## src/rtl/mem_port_arbiter.sv

```systemverilog
// Arbiter sharing one ack-handshaked memory between fetch and data ports; data has priority, fetch starvation bounded.
// Optional abort on a stuck transaction is enabled with MEMARB_TIMEOUT_EN.
module mem_port_arbiter #(
  parameter int MAX_D_STREAK   = 4,
  parameter int TIMEOUT_CYCLES = 255
) (
  input  logic        clk,
  input  logic        reset,
  input  logic        if_req,
  input  logic [31:0] if_addr,
  output logic [31:0] if_rdata,
  output logic        if_valid,
  input  logic        d_req,
  input  logic        d_we,
  input  logic [31:0] d_addr,
  input  logic [31:0] d_wdata,
  output logic [31:0] d_rdata,
  output logic        d_valid,
  output logic        mem_req,
  output logic        mem_we,
  output logic [31:0] mem_addr,
  output logic [31:0] mem_wdata,
  input  logic [31:0] mem_rdata,
  input  logic        mem_ack,
  output logic        stall_if,
  output logic        stall_mem,
  output logic        err
);

  localparam logic [1:0] IDLE    = 2'd0;
  localparam logic [1:0] BUSY_IF = 2'd1;
  localparam logic [1:0] BUSY_D  = 2'd2;

  localparam logic [3:0] STREAK_MAX = 4'(MAX_D_STREAK);

  logic [1:0] state;
  logic [3:0] streak;
  logic       if_elig;
  logic       d_elig;
  logic       grant_d;
  logic       grant_if;
  logic       abort;

  // Streak only grows while fetch is actually being passed over.
  function automatic logic [3:0] streak_next(input logic [3:0] cur, input logic if_pending);
    if (!if_pending)
      return 4'd0;
    if (cur >= STREAK_MAX)
      return STREAK_MAX;
    return cur + 4'd1;
  endfunction

  // A requester sitting in its valid cycle is still holding req for the old transaction.
  assign if_elig  = if_req & ~if_valid;
  assign d_elig   = d_req & ~d_valid;
  assign grant_d  = d_elig & ~(if_elig & (streak == STREAK_MAX));
  assign grant_if = if_elig & ~grant_d;

  assign stall_if  = if_req & ~if_valid;
  assign stall_mem = d_req & ~d_valid;

`ifdef MEMARB_TIMEOUT_EN
  localparam int TO_W = (TIMEOUT_CYCLES > 255) ? $clog2(TIMEOUT_CYCLES + 1) : 8;

  logic [TO_W-1:0] to_cnt;

  // Abort fires at the end of the TIMEOUT_CYCLES-th unacked busy cycle; an ack in that cycle wins.
  assign abort = (state != IDLE) & ~mem_ack & (to_cnt == TO_W'(TIMEOUT_CYCLES - 1));

  always_ff @(posedge clk) begin
    if (!reset)
      to_cnt <= '0;
    else if (state == IDLE)
      to_cnt <= '0;
    else if (!mem_ack)
      to_cnt <= to_cnt + 1'b1;
  end
`else
  logic unused_timeout;

  assign abort          = 1'b0;
  assign unused_timeout = ^TIMEOUT_CYCLES;
`endif

  always_ff @(posedge clk) begin
    if (!reset) begin
      state     <= IDLE;
      streak    <= 4'd0;
      mem_req   <= 1'b0;
      mem_we    <= 1'b0;
      mem_addr  <= 32'd0;
      mem_wdata <= 32'd0;
      if_rdata  <= 32'd0;
      d_rdata   <= 32'd0;
      if_valid  <= 1'b0;
      d_valid   <= 1'b0;
      err       <= 1'b0;
    end else begin
      if_valid <= 1'b0;
      d_valid  <= 1'b0;
      err      <= 1'b0;
      case (state)
        IDLE: begin
          if (grant_d) begin
            state     <= BUSY_D;
            mem_req   <= 1'b1;
            mem_we    <= d_we;
            mem_addr  <= d_addr;
            mem_wdata <= d_wdata;
            streak    <= streak_next(streak, if_elig);
          end else if (grant_if) begin
            state    <= BUSY_IF;
            mem_req  <= 1'b1;
            mem_we   <= 1'b0;
            mem_addr <= if_addr;
            streak   <= 4'd0;
          end else begin
            mem_req <= 1'b0;
            mem_we  <= 1'b0;
          end
        end
        BUSY_IF: begin
          if (mem_ack || abort) begin
            state    <= IDLE;
            mem_req  <= 1'b0;
            mem_we   <= 1'b0;
            if_valid <= 1'b1;
            if_rdata <= mem_ack ? mem_rdata : 32'd0;
            err      <= ~mem_ack;
          end
        end
        BUSY_D: begin
          if (mem_ack || abort) begin
            state   <= IDLE;
            mem_req <= 1'b0;
            mem_we  <= 1'b0;
            d_valid <= 1'b1;
            err     <= ~mem_ack;
            if (!mem_ack)
              d_rdata <= 32'd0;
            else if (!mem_we)
              d_rdata <= mem_rdata;
          end
        end
        default: begin
          state   <= IDLE;
          mem_req <= 1'b0;
          mem_we  <= 1'b0;
        end
      endcase
    end
  end

endmodule

```

## config.mk

```make
export PLATFORM = sky130hd
export DESIGN_NAME = mem_port_arbiter
export DESIGN_NICKNAME = d
export VERILOG_FILES = /design/src/rtl/mem_port_arbiter.sv
export SDC_FILE = /design/constraint.sdc
export NUM_CORES = 1
export LEC_CHECK = 0
export ABC_AREA = 1
export CORE_ASPECT_RATIO = 2
export CORE_MARGIN = 5
export CORE_UTILIZATION = 45
export DETAILED_ROUTE_END_ITERATION = 12
export PLACE_DENSITY = 0.88
export SLEW_MARGIN = 15
export SYNTH_ARGS = -nofsm -noshare
export SYNTH_HDL_FRONTEND = slang
export SYNTH_SLANG_ARGS = --single-unit
export TNS_END_PERCENT = 100
```

## constraint.sdc

```tcl
create_clock -name clk -period 3.9 [get_ports clk]
set_clock_uncertainty 0.05 [all_clocks]
set_input_delay 1.17 -clock clk [delete_from_list [all_inputs] [get_ports clk]]
set_output_delay 1.17 -clock clk [all_outputs]
set_load 0.02 [all_outputs]
```

### Word-level counts from Yosys, hierarchy flattened

Index checks and enable logic that the tools add are counted.

* output and inout bits: 135
* input port bits: 134
* logic and storage cells: 68
* register bits after elaboration: 139

* equal/unequal tests: 5
* bitwise gates (word level): 11
* muxes and demuxes: 28
* $lt $le $gt $ge: 1
* reductions and logical operators: 11
* add/subtract/negate cells: 1

Operators by type and width (number)
* $mux 32: 2
* $mux 4: 6
* $mux 1: 14
* $reduce_and 2->1: 6
* $mux 2: 3
* $not 1->1: 6
* $reduce_and 3->1: 2
* $and 1x1->1: 5
* $add 4x1->4 const B: 1
* $eq 4x3->1 const B: 1
* $ge 4x3->1 const B: 1
* $pmux 1 s2: 2
* $pmux 2 s2: 1
* $ne 3x3->1 const B: 1
* $eq 2x1->1 const B: 1
* $eq 2x2->1 const B: 1
* $logic_not 2->1: 1
* $ne 2x1->1 const B: 1
* $reduce_bool 2->1: 1
* $reduce_or 2->1: 1

### Depth between registers and ports, before layout

* depth after elaboration: 15
* gate-level depth with buffers: 11
* depth with buffers taken out: 10

### Worst setup path after synthesis

No wires, ideal clock.

* kind: input to output
* start point: input d_req
* end point: output stall_mem
* slack: 1.023 ns
* data arrival time: 1.657 ns
* stages on the path: 3
* path through: inv_1 > nor2_8 > buf_2

* cells in the longest elaborated chain, start to end: 1

RTL lines
* start, declared: RTL line 13 `input logic d_req,`
* $and 1x1->1: RTL line 60 `assign stall_mem = d_req & ~d_valid;`
* end, declared: RTL line 26 `output logic stall_mem,`

Every way passes these cells.

### Worst setup path in the final report

* start point: input if_req
* end point: output stall_if

* cells in the longest elaborated chain, start to end: 1

RTL lines
* start, declared: RTL line 9 `input logic if_req,`
* $and 1x1->1: RTL line 59 `assign stall_if = if_req & ~if_valid;`
* end, declared: RTL line 25 `output logic stall_if,`

Every way passes these cells.

==> out/qor.txt <==
RUN STATUS
------------------------------------------------------------------------------------------
Outcome ..................................................................... complete, no violations

LAYOUT
------------------------------------------------------------------------------------------
Synthesis-to-layout area growth .............................................       56.74%
Final-layout fill cell count ................................................         1004
# diodes ....................................................................            0
Area occupied by multi-input gates ..........................................     2512 um2
Post-layout nets ............................................................         1225
Finished Layout Cells .......................................................         1249
Fraction of layout cells with a size suffix above 1 .........................       6.381%
Sequential cell area ........................................................     2783 um2
Design Area, Final ..........................................................     9176 um2

CRITICAL PATH
------------------------------------------------------------------------------------------
Category of cells accounting for the largest share of critical-path delay ... buffers and inverters
Setup slack of the most critical reg-to-reg path ............................      1950 ps
Sort of element at the start of the critical path ...........................   input port
Critical Path Fanout Max ....................................................            3
Crit path DAT ...............................................................      2470 ps
Critical path's most frequent cell .......................................... sky130_fd_sc_hd__clkdlybuf4s50_1
Worst setup EP type ......................................................... primary output
Required time at the endpoint of the critical path ..........................      2680 ps
CP Class .................................................................... input port to primary output
Critical Path, Cell by Cell ................................................. clkdlybuf4s50_1 > inv_1 > nor2_4 > clkdlybuf4s50_1
Slowest library cell on the worst path ...................................... sky130_fd_sc_hd__clkdlybuf4s50_1
Largest stage delay, worst path .............................................       620 ps
Critical path buffers and inverters .........................................            3

STA
------------------------------------------------------------------------------------------
Hold Violations, Final ......................................................            0
Setup repair after global routing missed its margin .........................        false
Slew at the pin closest to its max-slew limit ...............................      1083 ps
Aggregate negative setup slack ..............................................         0 ps
Relative max-transition margin ..............................................       27.71%
Tcrit/Tclk final ............................................................       94.66%
Final critical delay including setup and external delays ....................      3692 ps
Maximum achievable frequency ................................................    270.9 MHz
Fin worst setup slack .......................................................     208.2 ps
Pins over their slew limit ..................................................            0
Setup violations, final .....................................................            0

DIE
------------------------------------------------------------------------------------------
Core Footprint ..............................................................    12920 um2
Floorplan die width .........................................................     90.65 um
Effective utilization at floorplan ..........................................       45.32%
Ports placed on the boundary ................................................          269
Floorplan die height ........................................................     171.3 um
Row count ...................................................................           59
Area of the die .............................................................    15530 um2

PLACEMENT
------------------------------------------------------------------------------------------
# placed instances ..........................................................         1219
HPWL Detailed ...............................................................     13150 um
Number of port buffers ......................................................          268
GP Congestion ...............................................................       0.8338
Place WS ....................................................................     206.7 ps
Cell area after placement ...................................................     8562 um2

YOSYS
------------------------------------------------------------------------------------------
Fraction of synthesized cell area taken by the top area cell type ...........       47.53%
Total nets after synthesis ..................................................          977
Largest cells by area after synthesis ....................................... sky130_fd_sc_hd__dfxtp_1 48%, sky130_fd_sc_hd__nor2_1 18%, sky130_fd_sc_hd__nand2_1 9.1%
Share of the yosys chip area belonging to registers .........................       47.53%
Cell type with the highest aggregate area in the netlist .................... sky130_fd_sc_hd__dfxtp_1
Warnings from Yosys .........................................................            0
Most instantiated flip-flop cell in the synthesis netlist ................... sky130_fd_sc_hd__dfxtp_1
Distinct cell type count after synthesis ....................................           24
Netlist area before placement ...............................................     5854 um2
Count of flip-flops with a built-in enable after synthesis ..................            0
Most frequent cell after synthesis .......................................... sky130_fd_sc_hd__nor2_1
Post-synthesis area per instance ............................................    6.986 um2
Cells after Synth ...........................................................          838
Post-synthesis async set-or-reset flop share ................................           0%
Leading cell types by count after synthesis ................................. 274 x sky130_fd_sc_hd__nor2_1, 142 x sky130_fd_sc_hd__nand2_1, 139 x sky130_fd_sc_hd__dfxtp_1
Post-synthesis register bit count ...........................................          139

DETAILED ROUTING
------------------------------------------------------------------------------------------
Routed len/inst .............................................................     14.61 um
Pre-Repair DR Iteration Count ...............................................            4
Antenna viol nets, final ....................................................            0
Sum of routed wire length over all layers ...................................     18250 um
Detailed router's first-iteration violation count ...........................          210
Number of remaining DRC errors ..............................................            0
Count of vias placed by the detailed router .................................         5905
Average via count per standard cell .........................................        4.728

GLOBAL ROUTE
------------------------------------------------------------------------------------------
Initial antenna violation count .............................................            0
Wire length of the first global-routing pass ................................     28620 um
Maximum number of pins on one net before global-route repair ................           71
Number of global-route vias before repair ...................................         5746
GRT Util Overall ............................................................       22.79%
Total overflow reported by the global router ................................            0

CLOCK NETWORK
------------------------------------------------------------------------------------------
Setup repair bufs after CTS .................................................            0
# H-tree levels .............................................................            4
CTS resizes .................................................................            0
Longest Clk Path Bufs .......................................................            2
Later-pin clock latency in the skew report ..................................       400 ps
Clock edge transition at the registers on the reported setup and hold paths .        50 ps
Total CTS buffers ...........................................................           17
CTS tree ....................................................................         done
Post-cts hold buffer count ..................................................            0
Clock tree root driver cell ................................................. sky130_fd_sc_hd__clkbuf_16
TritonCTS sink count ........................................................          139

POWER AND IR DROP
------------------------------------------------------------------------------------------
PD cells .................................................................... 473.5 nW/um2
P_leak ......................................................................  0.004159 uW
Worst voltage drop across the vdd grid ......................................    0.4510 mV
Power consumption ...........................................................      4345 uW

FLOW RUN
------------------------------------------------------------------------------------------
Number of maximum-capacitance constraint violations .........................            0

MIN PATH
------------------------------------------------------------------------------------------
Min-delay worst type ........................................................ flop to flop

[layer usage]
layer,vias to the layer above,track usage (%),part of all wire (%)
met5,-,0,0
met4,0,10.63,3.9
met3,39,6.608,6.4
met2,205,42.07,53
met1,2614,23.31,36
li1,3047,-,-
[layout by cell type, fill, tap and decap left out, types with 4 or more instances in the layout]
master / instances
sky130_fd_sc_hd__nand3_1: 47
sky130_fd_sc_hd__o21ai_0: 65
sky130_fd_sc_hd__nor2_1: 273
sky130_fd_sc_hd__bufinv_16: 4
sky130_fd_sc_hd__clkdlybuf4s50_1: 267
sky130_fd_sc_hd__nand3_2: 19
sky130_fd_sc_hd__inv_1: 80
sky130_fd_sc_hd__clkbuf_16: 17
sky130_fd_sc_hd__nand2_1: 142
sky130_fd_sc_hd__ha_1: 5
sky130_fd_sc_hd__buf_4: 9
sky130_fd_sc_hd__dfxtp_1: 139
sky130_fd_sc_hd__a21oi_1: 4
[sequential cells by signal (all words and copies together) (netlist names)]
name	count
d_rdata	32
if_rdata	32
mem_addr	32
mem_wdata	32
streak	4
state	2
d_valid	1
err	1
if_valid	1
mem_req	1
mem_we	1
[worst paths after layout]
check                                              start                       end  cells past startpoint
worst max-delay path                              if_req                  stall_if                      4
worst min-delay path            if_rdata[8]$_SDFFE_PN0P_  if_rdata[8]$_SDFFE_PN0P_                      2
worst max register to register     state[0]$_SDFFE_PN0P_  d_rdata[25]$_SDFFE_PN0P_                      7
worst min register to register  if_rdata[8]$_SDFFE_PN0P_  if_rdata[8]$_SDFFE_PN0P_                      2
[metrics by stage]
stage | hold WS, ps | utilization, %
2_1_floorplan | 410.3 | -
3_3_place_gp | 402.0 | 66.28
3_5_place_dp | 411.1 | 66.28
4_1_cts | 438.5 | 71.03
5_1_grt | 458.4 | 71.03
6_report | 430.2 | 71.03
[cell type report]
class | instances | share of cell area, %
Sequential cell | 139 | 30.32
Clock inverter | 11 | 1.868
Clock buffer | 19 | 4.827
Inverter | 83 | 3.395
Timing Repair Buffer | 278 | 30.13
Multi-Input combinational cell | 567 | 27.38
Tap cell | 152 | 2.073
[power breakdown]
group / internal [uW] / total [uW] / switching (uW)
sequential: 1560 / 1630 / 67.7
combinational: 486 / 1040 / 556
clock: 1080 / 1680 / 597
total: 3120 / 4340 / 1220
[worst reg2reg max path, delay by kind of cell (launching register included)]
family,cells,cell delay (ps)
adder cells (fa/ha/maj),1,190
flip-flops,1,360
buffers and inverters,2,850
AND/OR/NAND/NOR,4,430
[cells by family (layout without fill, tap and decap cells)]
group / after synthesis / after routing / synth area share, %
AND/OR/NAND/NOR: 492 / 492 / 35.84
flip-flops: 139 / 139 / 47.53
buffers and inverters: 132 / 391 / 9.596
AO/OA/AOI/OAI: 69 / 69 / 5.899
adder cells (fa/ha/maj): 5 / 5 / 1.069
other: 1 / 1 / 0.06405
Power figures use the tool's default switching activity.
